<file path="src/rtl/shift_reg_pkg.sv">
`default_nettype none
// ============================================================================
// Module      : shift_reg_pkg
// Description : Shared encodings for the universal shift register: manual
//               operation codes, burst direction codes and burst FSM states.
//               The manual operation codes double as the per-stage
//               next-value select.
// Revision    : 1.0 - initial release
// ============================================================================
package shift_reg_pkg;

    // Manual operation / per-stage next-value select
    localparam logic [1:0] MODE_HOLD = 2'b00;
    localparam logic [1:0] MODE_UP   = 2'b01;
    localparam logic [1:0] MODE_DOWN = 2'b10;
    localparam logic [1:0] MODE_LOAD = 2'b11;

    // Burst direction
    localparam logic DIR_UP   = 1'b0;
    localparam logic DIR_DOWN = 1'b1;

    // Burst engine states
    typedef enum logic [0:0] {
        ST_IDLE = 1'b0,
        ST_RUN  = 1'b1
    } state_t;

endpackage
`default_nettype wire

</file>
<file path="src/rtl/shift_stage.sv">
`default_nettype none
// ============================================================================
// Module      : shift_stage
// Description : One W-bit stage of the universal shift register. It is a
//               register with an asynchronous clear and a 4-way next-value
//               mux: hold, take the neighbour below, take the neighbour
//               above, or take the parallel input.
// Revision    : 1.0 - initial release
// Ports       :
//   clk        - rising-edge clock
//   asyn_clr   - asynchronous active-high clear
//   sel        - next-value select (MODE_* encoding)
//   from_below - value of stage i-1 (or serial-in for stage 0)
//   from_above - value of stage i+1 (or serial-in for stage N-1)
//   par_in     - parallel load value
//   q          - registered stage value
// ============================================================================
module shift_stage
    import shift_reg_pkg::*;
#(
    parameter int W = 1
) (
    input  logic         clk,
    input  logic         asyn_clr,
    input  logic [1:0]   sel,
    input  logic [W-1:0] from_below,
    input  logic [W-1:0] from_above,
    input  logic [W-1:0] par_in,
    output logic [W-1:0] q
);

    logic [W-1:0] r_q;
    logic [W-1:0] w_next;

    always_comb begin
        w_next = r_q;
        case (sel)
            MODE_UP:   w_next = from_below;
            MODE_DOWN: w_next = from_above;
            MODE_LOAD: w_next = par_in;
            default:   w_next = r_q;
        endcase
    end

    always_ff @(posedge clk or posedge asyn_clr) begin
        if (asyn_clr) begin
            r_q <= '0;
        end else begin
            r_q <= w_next;
        end
    end

    assign q = r_q;

endmodule
`default_nettype wire

</file>
<file path="src/rtl/univ_shift_reg.sv">
`default_nettype none
// ============================================================================
// Module      : univ_shift_reg
// Description : N-stage, W-bit universal shift register with hold, shift
//               up, shift down and parallel load, plus a self-timed burst
//               engine that shifts LEN times in a latched direction.
//               Optional macro UNIV_SHIFT_REG_ROTATE_EN adds input 'rot',
//               which makes any shift take its serial input from the
//               opposite end of the register (rotate).
// Revision    : 1.0 - initial release
// Ports       :
//   clk       - rising-edge clock
//   asyn_clr  - asynchronous active-high clear
//   mode      - manual op: 00 hold, 01 up, 10 down, 11 parallel load
//   sin_lo    - serial in to stage 0 on shift up
//   sin_hi    - serial in to stage N-1 on shift down
//   pdata_in  - parallel load data, stage i at [i*W +: W]
//   start     - burst request (honoured only when idle)
//   dir       - burst direction: 0 up, 1 down
//   len       - burst shift count (0 gives an immediate done)
//   rot       - rotate enable (only with UNIV_SHIFT_REG_ROTATE_EN)
//   pdata_out - all stages, same packing as pdata_in
//   sout_hi   - stage N-1
//   sout_lo   - stage 0
//   busy      - burst in progress
//   done      - one-cycle burst-complete pulse
// ============================================================================
module univ_shift_reg
    import shift_reg_pkg::*;
#(
    parameter int N     = 8,
    parameter int W     = 1,
    parameter int LEN_W = 4
) (
    input  logic             clk,
    input  logic             asyn_clr,
    input  logic [1:0]       mode,
    input  logic [W-1:0]     sin_lo,
    input  logic [W-1:0]     sin_hi,
    input  logic [N*W-1:0]   pdata_in,
    input  logic             start,
    input  logic             dir,
    input  logic [LEN_W-1:0] len,
`ifdef UNIV_SHIFT_REG_ROTATE_EN
    input  logic             rot,
`endif
    output logic [N*W-1:0]   pdata_out,
    output logic [W-1:0]     sout_hi,
    output logic [W-1:0]     sout_lo,
    output logic             busy,
    output logic             done
);

    logic [W-1:0]     w_stage [N];
    logic [W-1:0]     w_below [N];
    logic [W-1:0]     w_above [N];
    logic [W-1:0]     w_ser_lo;
    logic [W-1:0]     w_ser_hi;
    logic [1:0]       w_sel;

    state_t           r_state;
    logic [LEN_W-1:0] r_cnt;
    logic             r_dir;
    logic             r_busy;
    logic             r_done;

    // Serial inputs at the two ends; rotation wraps the far end around.
`ifdef UNIV_SHIFT_REG_ROTATE_EN
    assign w_ser_lo = rot ? w_stage[N-1] : sin_lo;
    assign w_ser_hi = rot ? w_stage[0]   : sin_hi;
`else
    assign w_ser_lo = sin_lo;
    assign w_ser_hi = sin_hi;
`endif

    // Common stage select. A start accepted in IDLE freezes the stages for
    // that edge; while a burst runs, mode is ignored.
    always_comb begin
        w_sel = MODE_HOLD;
        if (r_state == ST_RUN) begin
            w_sel = (r_dir == DIR_DOWN) ? MODE_DOWN : MODE_UP;
        end else if (!start) begin
            w_sel = mode;
        end
    end

    for (genvar i = 0; i < N; i++) begin : g_stage
        if (i == 0) begin : g_bottom
            assign w_below[i] = w_ser_lo;
        end else begin : g_from_below
            assign w_below[i] = w_stage[i-1];
        end

        if (i == N - 1) begin : g_top
            assign w_above[i] = w_ser_hi;
        end else begin : g_from_above
            assign w_above[i] = w_stage[i+1];
        end

        shift_stage #(
            .W (W)
        ) u_stage (
            .clk        (clk),
            .asyn_clr   (asyn_clr),
            .sel        (w_sel),
            .from_below (w_below[i]),
            .from_above (w_above[i]),
            .par_in     (pdata_in[i*W +: W]),
            .q          (w_stage[i])
        );

        assign pdata_out[i*W +: W] = w_stage[i];
    end

    // Burst engine: counter holds the number of shifts still to perform.
    always_ff @(posedge clk or posedge asyn_clr) begin
        if (asyn_clr) begin
            r_state <= ST_IDLE;
            r_cnt   <= '0;
            r_dir   <= DIR_UP;
            r_busy  <= 1'b0;
            r_done  <= 1'b0;
        end else begin
            case (r_state)
                ST_IDLE: begin
                    r_done <= 1'b0;
                    if (start) begin
                        if (len != '0) begin
                            r_state <= ST_RUN;
                            r_cnt   <= len;
                            r_dir   <= dir;
                            r_busy  <= 1'b1;
                        end else begin
                            // Zero-length burst completes at once.
                            r_done <= 1'b1;
                        end
                    end
                end
                ST_RUN: begin
                    r_cnt <= r_cnt - LEN_W'(1);
                    if (r_cnt == LEN_W'(1)) begin
                        r_state <= ST_IDLE;
                        r_busy  <= 1'b0;
                        r_done  <= 1'b1;
                    end
                end
                default: begin
                    r_state <= ST_IDLE;
                    r_busy  <= 1'b0;
                    r_done  <= 1'b0;
                end
            endcase
        end
    end

    assign sout_hi = w_stage[N-1];
    assign sout_lo = w_stage[0];
    assign busy    = r_busy;
    assign done    = r_done;

endmodule
`default_nettype wire

</file>
<file path="config.mk">
export PLATFORM = sky130hd
export DESIGN_NAME = univ_shift_reg
export DESIGN_NICKNAME = d
export VERILOG_FILES = /design/src/rtl/shift_reg_pkg.sv /design/src/rtl/shift_stage.sv /design/src/rtl/univ_shift_reg.sv
export SDC_FILE = /design/constraint.sdc
export NUM_CORES = 1
export LEC_CHECK = 0
export ABC_AREA = 1
export BUFFER_PORTS_ARGS = -buffer_cell sky130_fd_sc_hd__buf_2
export CAP_MARGIN = 20
export CORE_MARGIN = 2
export CORE_UTILIZATION = 50
export CTS_BUF_LIST = sky130_fd_sc_hd__clkbuf_4 sky130_fd_sc_hd__clkbuf_8 sky130_fd_sc_hd__clkbuf_16
export DETAILED_ROUTE_END_ITERATION = 10
export PLACE_DENSITY_LB_ADDON = 0.2
export SLEW_MARGIN = 10
export SYNTH_ARGS = -nofsm -noshare
export SYNTH_HDL_FRONTEND = slang
export SYNTH_SLANG_ARGS = --single-unit
</file>
<file path="constraint.sdc">
create_clock -name clk -period 1.4 [get_ports clk]
set_input_delay 0.28 -clock clk [delete_from_list [all_inputs] [get_ports clk]]
set_output_delay 0.28 -clock clk [all_outputs]
set_load 0.005 [all_outputs]
</file>
==> metrics.md <==
| Metric | Value |
|---|---|
| Die height | `50.4 µm` |
| Post-CTS setup buffer count | `0` |
| Leak | `0.697 nW` |
| Final worst slack | `153 ps` |
| Yosys cell types | `22` |
| Initial antenna violation count | `0` |
| RSZ-0062 raised after global routing | `no` |
| Max Slew Vio Count | `0` |
| Post-place setup slack | `60.3 ps` |
| CP endpoint | `r_cnt[1]` |
| Post-synthesis sequential element count | `16` |
| Max Cap Viol | `0` |
| Layout cells sized above 1 | `27.3%` |
| Fin crit period | `1250 ps` |
| Net load switching power | `1.15 mW` |
| Crit. End Element | `flop` |
| Core area | `2000 µm²` |
| Rows | `16` |
| Worst slew margin | `78.0%` |
| Largest net degree at the start of global routing | `18` |
| Kind of path behind the tightest hold check | `in -> reg` |
| Fmax | `802 MHz` |
| Vias in the first global route | `929` |
| Combinational share of power | `54.5%` |
| Crit path kind | `reg -> reg` |
| Final cycle utilization of the critical path | `89.1%` |
| Clock-pin transition on the worst setup and hold timing paths | `100 ps` |
| Worst path arrival time | `1450 ps` |
| Setup Skew | `8.45 ps` |
| Avg Inst Size Synth | `7.17 µm²` |
| Syn_nets | `172` |
| Total CTS buffers | `3` |
| Critical Path RT | `1600 ps` |
| Internal | `1.31 mW` |
| Cell Pwr Density | `2000 nW/µm²` |
| Routability cong. | `0.805` |
| PortBufs | `31` |
| DR vias | `1034` |
| DRC | `0` |
| Die ar. | `2540 µm²` |
| R2R depth | `5` |
| Clock share of power | `9.9%` |
| Detailed Routing Iterations Pass 1 | `4` |
| Initial Utilization | `53.7%` |
| Root buffer cell | `clkbuf_4` |
| Global route total overflow | `0` |
| CP startpoint | `r_state` |
| Worst setup SP type | `flop` |
| Wire length per cell | `11.7 µm` |
| DRT iter0 DRCs | `19` |
| Reg2reg setup slack | `150 ps` |
| Final Hold Viols | `0` |
| Clock buffer depth | `2` |
| Clk_lat worst skew | `290 ps` |
| Drt total wl | `2.37 mm` |
| Part of the Yosys area used for sequential elements | `37.3%` |
| Flop pwr share | `35.5%` |
| N_diodes | `0` |
| Final Util | `61.3%` |
| Detailed placement HPWL | `1.75 mm` |
| Post-Syn Area | `1070 µm²` |
| Status | `finished, final reports clean` |
| Fin nets | `200` |
| GRT Util Overall | `20.6%` |
| Sw Share | `46.8%` |
| Ys Warns | `0` |
| Global-route wire length before repair | `3.97 mm` |
| Setup TNS | `0 ps` |
| Layout area overhead | `14.1%` |
| Antenna Nets Post-Route | `0` |
| Peak supply drop | `1100 µV` |
| R2r endpoint | `r_cnt[1]` |
| Clock sink total | `16` |
| Die width | `50.4 µm` |
| CTS tree | `yes` |
| IO Count | `32` |
| CP max FO | `9` |
| Setup-failing EPs final | `0` |
| Hold Worst Slack | `198 ps` |
| Cells after Synth | `150` |
| FF-to-FF Start | `r_state` |
| Slew @ Worst Pin | `329 ps` |
| Vias per Instance | `5.09` |
| # H-tree levels | `1` |
## sequential cells by signal (all words and copies together) (netlist names)
signal	count
r_dir	1
busy	1
r_cnt	4
done	1
g_stage.u_stage.q	8
r_state	1
## cell usage in the layout, fill, tap and decap left out, drive strengths merged, types with 2 or more instances in the layout
cell / synthesis / layout
buf: 11 / 33
or2: 2 / 2
clkbuf: 0 / 3
nand4: 8 / 8
dfrtp: 16 / 16
o21ai: 2 / 2
inv: 21 / 21
ha: 2 / 2
nand2: 49 / 49
nor2: 7 / 7
nand3: 23 / 23
a21oi: 6 / 6
## power by group through the flow
stage	Clock [mW]	Sequential (mW)	Combinational (mW)
3_3_place_gp	0	0.867	1.31
5_1_grt	0.280	0.907	1.54
2_1_floorplan	0	0.819	1.16
3_5_place_dp	0	0.877	1.32
4_1_cts	0.249	0.869	1.33
6_report	0.244	0.873	1.34
## logic make-up after synthesis
kind of cell	Yosys count	synth area share [%]
AND/OR/NAND/NOR	90	39.1
buffers and inverters	33	16.9
flip-flops	16	37.3
AO/OA/AOI/OAI	9	4.42
adder cells (fa/ha/maj)	2	2.33
## cells in the mapped netlist
cell type   n  area share, %
inv_6       1           0.82
nor3_1      1           0.47
buf_4       8            5.6
nor2_2      1           0.58
ha_1        2            2.3
nand2_4     1            1.0
nand4_1     8            4.7
buf_6       3            3.1
nand3_1    22             10
o211ai_1    1           0.70
nand2_2     5            2.9
o21ai_0     2           0.93
inv_2       1           0.35
or2_0       1           0.58
inv_1      19            6.6
clkinv_1    1           0.35
or2_2       1           0.58
dfrtp_1    16             37
nand2_1    43             15
nand3_2     1           0.93
nor2_1      6            2.1
a21oi_1     6            2.8
## final cells by class
| cell class | instances | area [µm²] |
|---|---|---|
| clock buffers | 3 | 22.5 |
| fillers | 194 | 776 |
| inverters | 22 | 87.6 |
| multi-input cells | 101 | 500 |
| flip-flops and latches | 16 | 402 |
| well taps | 27 | 33.8 |
| repair buffers | 34 | 180 |
## how the worst min path moves through the flow
stage,from,to,slack (ps),depth (start not counted)
floorplan,asyn_clr,busy,190,1
global placement,asyn_clr,g_stage[2].u_stage.q,290,3
detailed placement,asyn_clr,g_stage[1].u_stage.q,300,3
CTS,dir,r_dir,210,3
global route,len[3],r_cnt[3],220,3
finish,dir,r_dir,200,3
## metrics by stage
stage / power [mW] / cells / cell area (µm²)
5_1_grt: 2.73 / 203 / 1230
3_5_place_dp: 2.20 / 199 / 1180
2_1_floorplan: 1.98 / 150 / 1070
4_1_cts: 2.45 / 203 / 1220
3_3_place_gp: 2.17 / 199 / 1180
6_report: 2.46 / 203 / 1230
## worst max-delay path, cell delays in order, from the launching register on
cell and delay (ps):
dfrtp_2 480, inv_6 120, nand3_1 170, inv_1 220, nand2_1 80, o211ai_1 90
## layer usage
| metal | part of all wire (%) | up-vias | wire length, µm | track usage [%] |
|---|---|---|---|---|
| met3 | 5.2 | 2 | 124 | 3.57 |
| met4 | 0.59 | 0 | 14 | 6.76 |
| li1 | - | 529 | - | - |
| met5 | 0 | - | 0 | 0 |
| met1 | 44 | 466 | 1050 | 26.5 |
| met2 | 50 | 37 | 1170 | 34.9 |
## timing repair
action | CTS | global route
resized for setup | 0 | 2
setup endpoints to repair | 0 | 4
hold buffers | 1 | 0
endpoints found under the hold margin | 16 | 0
Power figures use the tool's default switching activity.
